$ cat config.mk
export PLATFORM = sky130hd
export DESIGN_NAME = pipelined_adder_flags_flat
export DESIGN_NICKNAME = d
export VERILOG_FILES = /design/src/rtl/pipelined_adder_flags_if.sv /design/src/rtl/pipelined_adder_flags.sv /design/src/flat_wrapper.sv
export SDC_FILE = /design/constraint.sdc
export NUM_CORES = 1
export LEC_CHECK = 0
export ABC_AREA = 0
export BUFFER_PORTS_ARGS = -buffer_cell sky130_fd_sc_hd__buf_4
export CAP_MARGIN = 25
export CORE_UTILIZATION = 58
export DETAILED_ROUTE_END_ITERATION = 7
export PLACE_DENSITY = 0.89
export REMOVE_ABC_BUFFERS = 1
export SLEW_MARGIN = 20
export SYNTH_ARGS = -nofsm -noshare
export SYNTH_HDL_FRONTEND = slang
export SYNTH_SLANG_ARGS = --single-unit
$ cat constraint.sdc
create_clock -name clk -period 4.2 [get_ports clk]
set_input_delay 0.63 -clock clk [delete_from_list [all_inputs] [get_ports clk]]
set_output_delay 0.63 -clock clk [all_outputs]
set_load 0.03 [all_outputs]
$ cat src/rtl/pipelined_adder_flags_if.sv
// ============================================================================
// Module      : pipelined_adder_flags_if
// Description : Issue/result handshake bundle for the pipelined adder with
//               operands, ADD/SUB/ADC/SBC controls, result and NZCV flags.
// Revision    : 1.0
// ============================================================================
`default_nettype none

interface pipelined_adder_flags_if #(
    parameter int WIDTH = 64
);
    logic             in_valid;
    logic             in_ready;
    logic [WIDTH-1:0] A;
    logic [WIDTH-1:0] B;
    logic             sub;
    logic             use_carry;
    logic             carry_in;
    logic             out_valid;
    logic             out_ready;
    logic [WIDTH-1:0] result;
    logic             flag_n;
    logic             flag_z;
    logic             flag_c;
    logic             flag_v;

    // Producer/consumer side of the adder.
    modport master (
        output in_valid, A, B, sub, use_carry, carry_in, out_ready,
        input  in_ready, out_valid, result, flag_n, flag_z, flag_c, flag_v
    );

    // The adder itself.
    modport slave (
        input  in_valid, A, B, sub, use_carry, carry_in, out_ready,
        output in_ready, out_valid, result, flag_n, flag_z, flag_c, flag_v
    );
endinterface

`default_nettype wire

$ cat src/rtl/pipelined_adder_flags.sv
// ============================================================================
// Module      : pipelined_adder_flags
// Description : STAGES-deep ripple-slice adder/subtractor producing NZCV
//               flags, with a globally stalled valid/ready pipeline.
// Revision    : 1.0
// ============================================================================
`default_nettype none

module pipelined_adder_flags #(
    parameter int WIDTH  = 64,
    parameter int STAGES = 4
) (
    input  logic                    clk,
    input  logic                    reset,
    pipelined_adder_flags_if.slave  bus
);

    localparam int C_SLICE = WIDTH / STAGES;

    // Stage-input views: index s is what stage s consumes this cycle.
    logic             w_valid [STAGES];
    logic [WIDTH-1:0] w_a     [STAGES];
    logic [WIDTH-1:0] w_b     [STAGES];
    logic [WIDTH-1:0] w_sum   [STAGES];
    logic             w_carry [STAGES];
    logic             w_zero  [STAGES];

    logic w_adv;
    logic w_out_valid;

    assign w_adv        = !w_out_valid || bus.out_ready;
    assign bus.in_ready = w_adv;

    assign w_valid[0] = bus.in_valid;
    assign w_a[0]     = bus.A;
    assign w_b[0]     = bus.sub ? ~bus.B : bus.B;
    assign w_sum[0]   = '0;
    assign w_carry[0] = bus.use_carry ? bus.carry_in : bus.sub;
    assign w_zero[0]  = 1'b1;

    for (genvar s = 0; s < STAGES; s++) begin : g_stage
        localparam int C_LO = s * C_SLICE;
        localparam int C_HI = C_LO + C_SLICE - 1;

        logic [C_SLICE:0] w_add;
        logic [WIDTH-1:0] w_sum_nxt;
        logic             r_valid;
        logic             r_carry;
        logic             r_zero;
        logic [WIDTH-1:0] r_sum;

        assign w_add = {1'b0, w_a[s][C_HI:C_LO]}
                     + {1'b0, w_b[s][C_HI:C_LO]}
                     + {{C_SLICE{1'b0}}, w_carry[s]};

        always_comb begin
            w_sum_nxt              = w_sum[s];
            w_sum_nxt[C_HI:C_LO]   = w_add[C_SLICE-1:0];
        end

        // Data only moves with a valid op, so bubbles leave the last result in place.
        always_ff @(posedge clk) begin
            if (reset) begin
                r_valid <= 1'b0;
                r_carry <= 1'b0;
                r_zero  <= 1'b0;
                r_sum   <= '0;
            end else if (w_adv) begin
                r_valid <= w_valid[s];
                if (w_valid[s]) begin
                    r_sum   <= w_sum_nxt;
                    r_carry <= w_add[C_SLICE];
                    r_zero  <= w_zero[s] && (w_add[C_SLICE-1:0] == '0);
                end
            end
        end

        if (s < STAGES - 1) begin : g_link
            logic [WIDTH-1:0] r_a;
            logic [WIDTH-1:0] r_b;

            always_ff @(posedge clk) begin
                if (reset) begin
                    r_a <= '0;
                    r_b <= '0;
                end else if (w_adv && w_valid[s]) begin
                    r_a <= w_a[s];
                    r_b <= w_b[s];
                end
            end

            assign w_valid[s+1] = r_valid;
            assign w_a[s+1]     = r_a;
            assign w_b[s+1]     = r_b;
            assign w_sum[s+1]   = r_sum;
            assign w_carry[s+1] = r_carry;
            assign w_zero[s+1]  = r_zero;
        end else begin : g_last
            logic r_cmsb;

            // Carry into the MSB recovered from the MSB sum bit and its operands.
            always_ff @(posedge clk) begin
                if (reset) begin
                    r_cmsb <= 1'b0;
                end else if (w_adv && w_valid[s]) begin
                    r_cmsb <= w_add[C_SLICE-1] ^ w_a[s][WIDTH-1] ^ w_b[s][WIDTH-1];
                end
            end

            assign w_out_valid = r_valid;
            assign bus.out_valid = r_valid;
            assign bus.result    = r_sum;
            assign bus.flag_n    = r_sum[WIDTH-1];
            assign bus.flag_z    = r_zero;
            assign bus.flag_c    = r_carry;
            assign bus.flag_v    = r_cmsb ^ r_carry;
        end
    end

endmodule

`default_nettype wire
$ cat src/flat_wrapper.sv
// flat-port wrapper written by rule: the top's interface ports become plain ports
module pipelined_adder_flags_flat 
#(
    parameter int WIDTH  = 64,
    parameter int STAGES = 4
)
  (clk, reset, bus_in_valid, bus_A, bus_B, bus_sub, bus_use_carry, bus_carry_in, bus_out_ready, bus_in_ready, bus_out_valid, bus_result, bus_flag_n, bus_flag_z, bus_flag_c, bus_flag_v);
  pipelined_adder_flags_if #(.WIDTH(WIDTH)) bus_i ();
  input  logic clk;
  input  logic reset;
  input wire logic [$bits(bus_i.in_valid)-1:0] bus_in_valid;
  input wire logic [$bits(bus_i.A)-1:0] bus_A;
  input wire logic [$bits(bus_i.B)-1:0] bus_B;
  input wire logic [$bits(bus_i.sub)-1:0] bus_sub;
  input wire logic [$bits(bus_i.use_carry)-1:0] bus_use_carry;
  input wire logic [$bits(bus_i.carry_in)-1:0] bus_carry_in;
  input wire logic [$bits(bus_i.out_ready)-1:0] bus_out_ready;
  output wire logic [$bits(bus_i.in_ready)-1:0] bus_in_ready;
  output wire logic [$bits(bus_i.out_valid)-1:0] bus_out_valid;
  output wire logic [$bits(bus_i.result)-1:0] bus_result;
  output wire logic [$bits(bus_i.flag_n)-1:0] bus_flag_n;
  output wire logic [$bits(bus_i.flag_z)-1:0] bus_flag_z;
  output wire logic [$bits(bus_i.flag_c)-1:0] bus_flag_c;
  output wire logic [$bits(bus_i.flag_v)-1:0] bus_flag_v;
  assign bus_i.in_valid = bus_in_valid;
  assign bus_i.A = bus_A;
  assign bus_i.B = bus_B;
  assign bus_i.sub = bus_sub;
  assign bus_i.use_carry = bus_use_carry;
  assign bus_i.carry_in = bus_carry_in;
  assign bus_i.out_ready = bus_out_ready;
  assign bus_in_ready = bus_i.in_ready;
  assign bus_out_valid = bus_i.out_valid;
  assign bus_result = bus_i.result;
  assign bus_flag_n = bus_i.flag_n;
  assign bus_flag_z = bus_i.flag_z;
  assign bus_flag_c = bus_i.flag_c;
  assign bus_flag_v = bus_i.flag_v;
  pipelined_adder_flags #(.WIDTH(WIDTH), .STAGES(STAGES)) u_core (.clk(clk), .reset(reset), .bus(bus_i));
endmodule
==> flow_summary.toml <==
[clock_network]
postCtsSetupBuffers = 0
insertion_delay_ns = 0.51
path_clk_slew_ns = 0.06
cts_resized = 0
cts_tree = "built"
hold_buffers = 0
cts_root_buf = "clkbuf_16"
htreeDepth = 2
clkSinkCount = 365
cts_made_buffers = 39
clk_path_buf_depth = 3

[job]
maxCapViolCount = 0

[global_routing]
grt-ovfl-total = 0
grt_usage_pct = 27.6
grt_pass1_wl_um = 65200
antenna_found_initial = 2
grt_pass1_vias = 13782
grt_max_degree = 131

[final_layout]
fin_nets = 2373
synthToLayoutAreaGrowth_pct = 18.2
drive_gt1_share_pct = 13.8
final_core_util_pct = 69.7
design_area_sq_um = 19300
nFillCells = 2119
multiInputGateArea_sq_um = 8430
register_area_sq_um = 7310

[logic_synthesis]
synth-seq-cells = 365
synth_most_common_cell = "nand2_1"
syn_inst = 2044
synth_area_sq_um = 16300
synth_cell_types = 71
synthArstFlopShare_pct = 0
yosysSeqAreaShare_pct = 44.8
synth_area_leaders = "dfxtp_1 (45%), nand2_1 (13%), a21oi_1 (9.9%)"
yosys.area.top_type_share_pct = 44.8
synth_common_cells = "nand2_1 (568), dfxtp_1 (365), a21oi_1 (322), nor2_1 (140), clkbuf_1 (110)"
avgSynthCellArea_sq_um = 7.99
yosys_warnings = 0
synth-edff-count = 0
synth_top_area_cell = "dfxtp_1"
ys.flop_type = "dfxtp_1"

[hold_path]
hold_class = "in2reg"
hp-start = "bus_A[53]"
min_path_cells = 3

[sta]
hold_viol = 0
hold_slack_ns = 0.368
finalSetupTns_ns = 0
fin_skew_ns = 0.0115
worst_pin_slew_ns = 1.04
rsz0062_at_grt = "no"
slew_viol_final = 0
slew-limit-headroom_pct = 30.8
min_period_ns = 3.09
fmax_ghz = 0.324
setup_viol = 0
fin_crit_sh_pct = 73.5

[power_and_ir_drop]
leakage_nw = 7.49
p_sw_share_pct = 24.2
p_per_area_nw_per_um2 = 420
clkPwrFrac_pct = 43.6
power_frac_comb_pct = 11.1
peakVddDrop_v = 0.000260
total_power_w = 0.00810
p_seq_share_pct = 45.3
internal_power_w = 0.00613
switching_power_w = 0.00196

[setup_path]
crit_fanout = 27
rr_startpoint = "u_core.g_stage[2].g_link.r_b[48]"
crit_path_end = "u_core.g_stage[0].r_zero"
startpoint_type = "primary input"
reg2regPathDepth = 11
crit_start = "bus_sub"
crit_path_end_kind = "register"
critPathKind = "in2reg"
critPathRequiredTime_ns = 4.65
timing.rr.end = "u_core.bus.flag_z"
r2r_slack_ns = 1.15
crit_arrival_ns = 3.54

[floorplan]
die_h_um = 170
start_util_pct = 58.9
die_x_um = 170
core_sq_um = 27700
boundaryPins = 205
dieArea_sq_um = 28800
rows = 61

[detailed_routing]
firstDrtPassIters = 5
drc = 0
via_per_inst = 5.62
finalWirelength_um = 40500
ant_nets = 0
wire_per_inst_um = 15.7
via_count = 14508
drtIter0Drc = 1005

[placement]
placed_area_sq_um = 17900
port_buffers = 204
gp_congestion = 0.947
hpwl_um = 26500

[run_status]
outcome = "completed"
[per-layer routing]
layer,up-vias,wire (um),track usage [%]
li1,7160,-,-
met1,6815,16800,33.3
met2,422,20000,48.6
met3,111,1980,3.61
met4,0,1720,13.1
met5,-,0,0
[power groups by stage]
stage | Sequential [W] | Combinational [W] | Clock, W
2_1_floorplan | 0.00372 | 0.000557 | 0
3_3_place_gp | 0.00373 | 0.000853 | 0
3_5_place_dp | 0.00374 | 0.000880 | 0
4_1_cts | 0.00367 | 0.000892 | 0.00356
5_1_grt | 0.00368 | 0.000986 | 0.00372
6_report | 0.00367 | 0.000896 | 0.00353
[worst min path at each step]
stage,endpoint,slack (ns)
floorplan,u_core.bus.result[45],0.43
global placement,u_core.bus.result[23],0.44
detailed placement,u_core.bus.result[7],0.44
CTS,u_core.g_stage[0].g_link.r_a[27],0.35
global route,u_core.g_stage[0].g_link.r_a[53],0.36
finish,u_core.g_stage[0].g_link.r_a[53],0.37
[flip-flops by register name, indices dropped and copies added (netlist names)]
signal                        count
u_core.bus.result                64
u_core.g_stage.r_zero             3
u_core.g_stage.g_last.r_cmsb      1
u_core.g_stage.r_valid            3
u_core.g_stage.g_link.r_b        96
u_core.g_stage.g_link.r_a        96
u_core.bus.out_valid              1
u_core.g_stage.r_carry            3
u_core.bus.flag_c                 1
u_core.bus.flag_z                 1
u_core.g_stage.r_sum             96
[cells in the final DEF (no fill, tap or decap), types with 11 or more instances in the layout]
cell type,count
a21oi_1,322
nand2_1,564
a21o_1,14
a211oi_1,73
nor3_1,21
nor2b_1,12
clkbuf_16,41
ha_1,60
buf_4,217
dfxtp_1,365
o21ai_0,27
o21a_1,18
nor2_1,140
xnor2_1,73
inv_1,28
xor2_1,35
o21bai_1,11
[critical path: stages]
cell	delay (ns)
buf_4	0.17
buf_4	0.43
xor2_1	0.20
ha_1	0.38
a41oi_2	0.22
o221a_2	0.27
inv_1	0.07
or3_4	0.37
a221oi_2	0.30
o2111ai_1	0.17
nor4_2	0.15
a31o_1	0.17
[kinds of logic (layout without fill, tap and decap cells)]
kind of cell,count (synthesis),after routing,synth area share [%]
and+or+nand+nor,815,815,20.7
DFF,365,365,44.8
buffers and inverters,162,318,3.84
xor gates and xnor gates,108,108,5.79
muxes,4,4,0.253
adders and majority gates,68,68,5.58
other,0,2,0
AOI/OAI and AO/OA,522,522,19.1
[area by class of cell]
type                    count  share of cell area (%)
diodes                      2                  0.0259
clock buffers              59                    6.08
clock inverters            12                   0.843
inverters                  29                   0.564
multi-input cells        1517                    43.7
flip-flops and latches    365                    37.9
well taps                 378                    2.45
repair buffers            218                    8.52
[through the flow]
stage / cells / setup slack (ns)
floorplan: 1911 / 0.0152
global placement: 2507 / 0.664
detailed placement: 2507 / 0.617
CTS: 2578 / 1.13
global route: 2579 / 0.790
finish: 2580 / 1.11
Note: power is estimated with default switching activity, not from simulation.
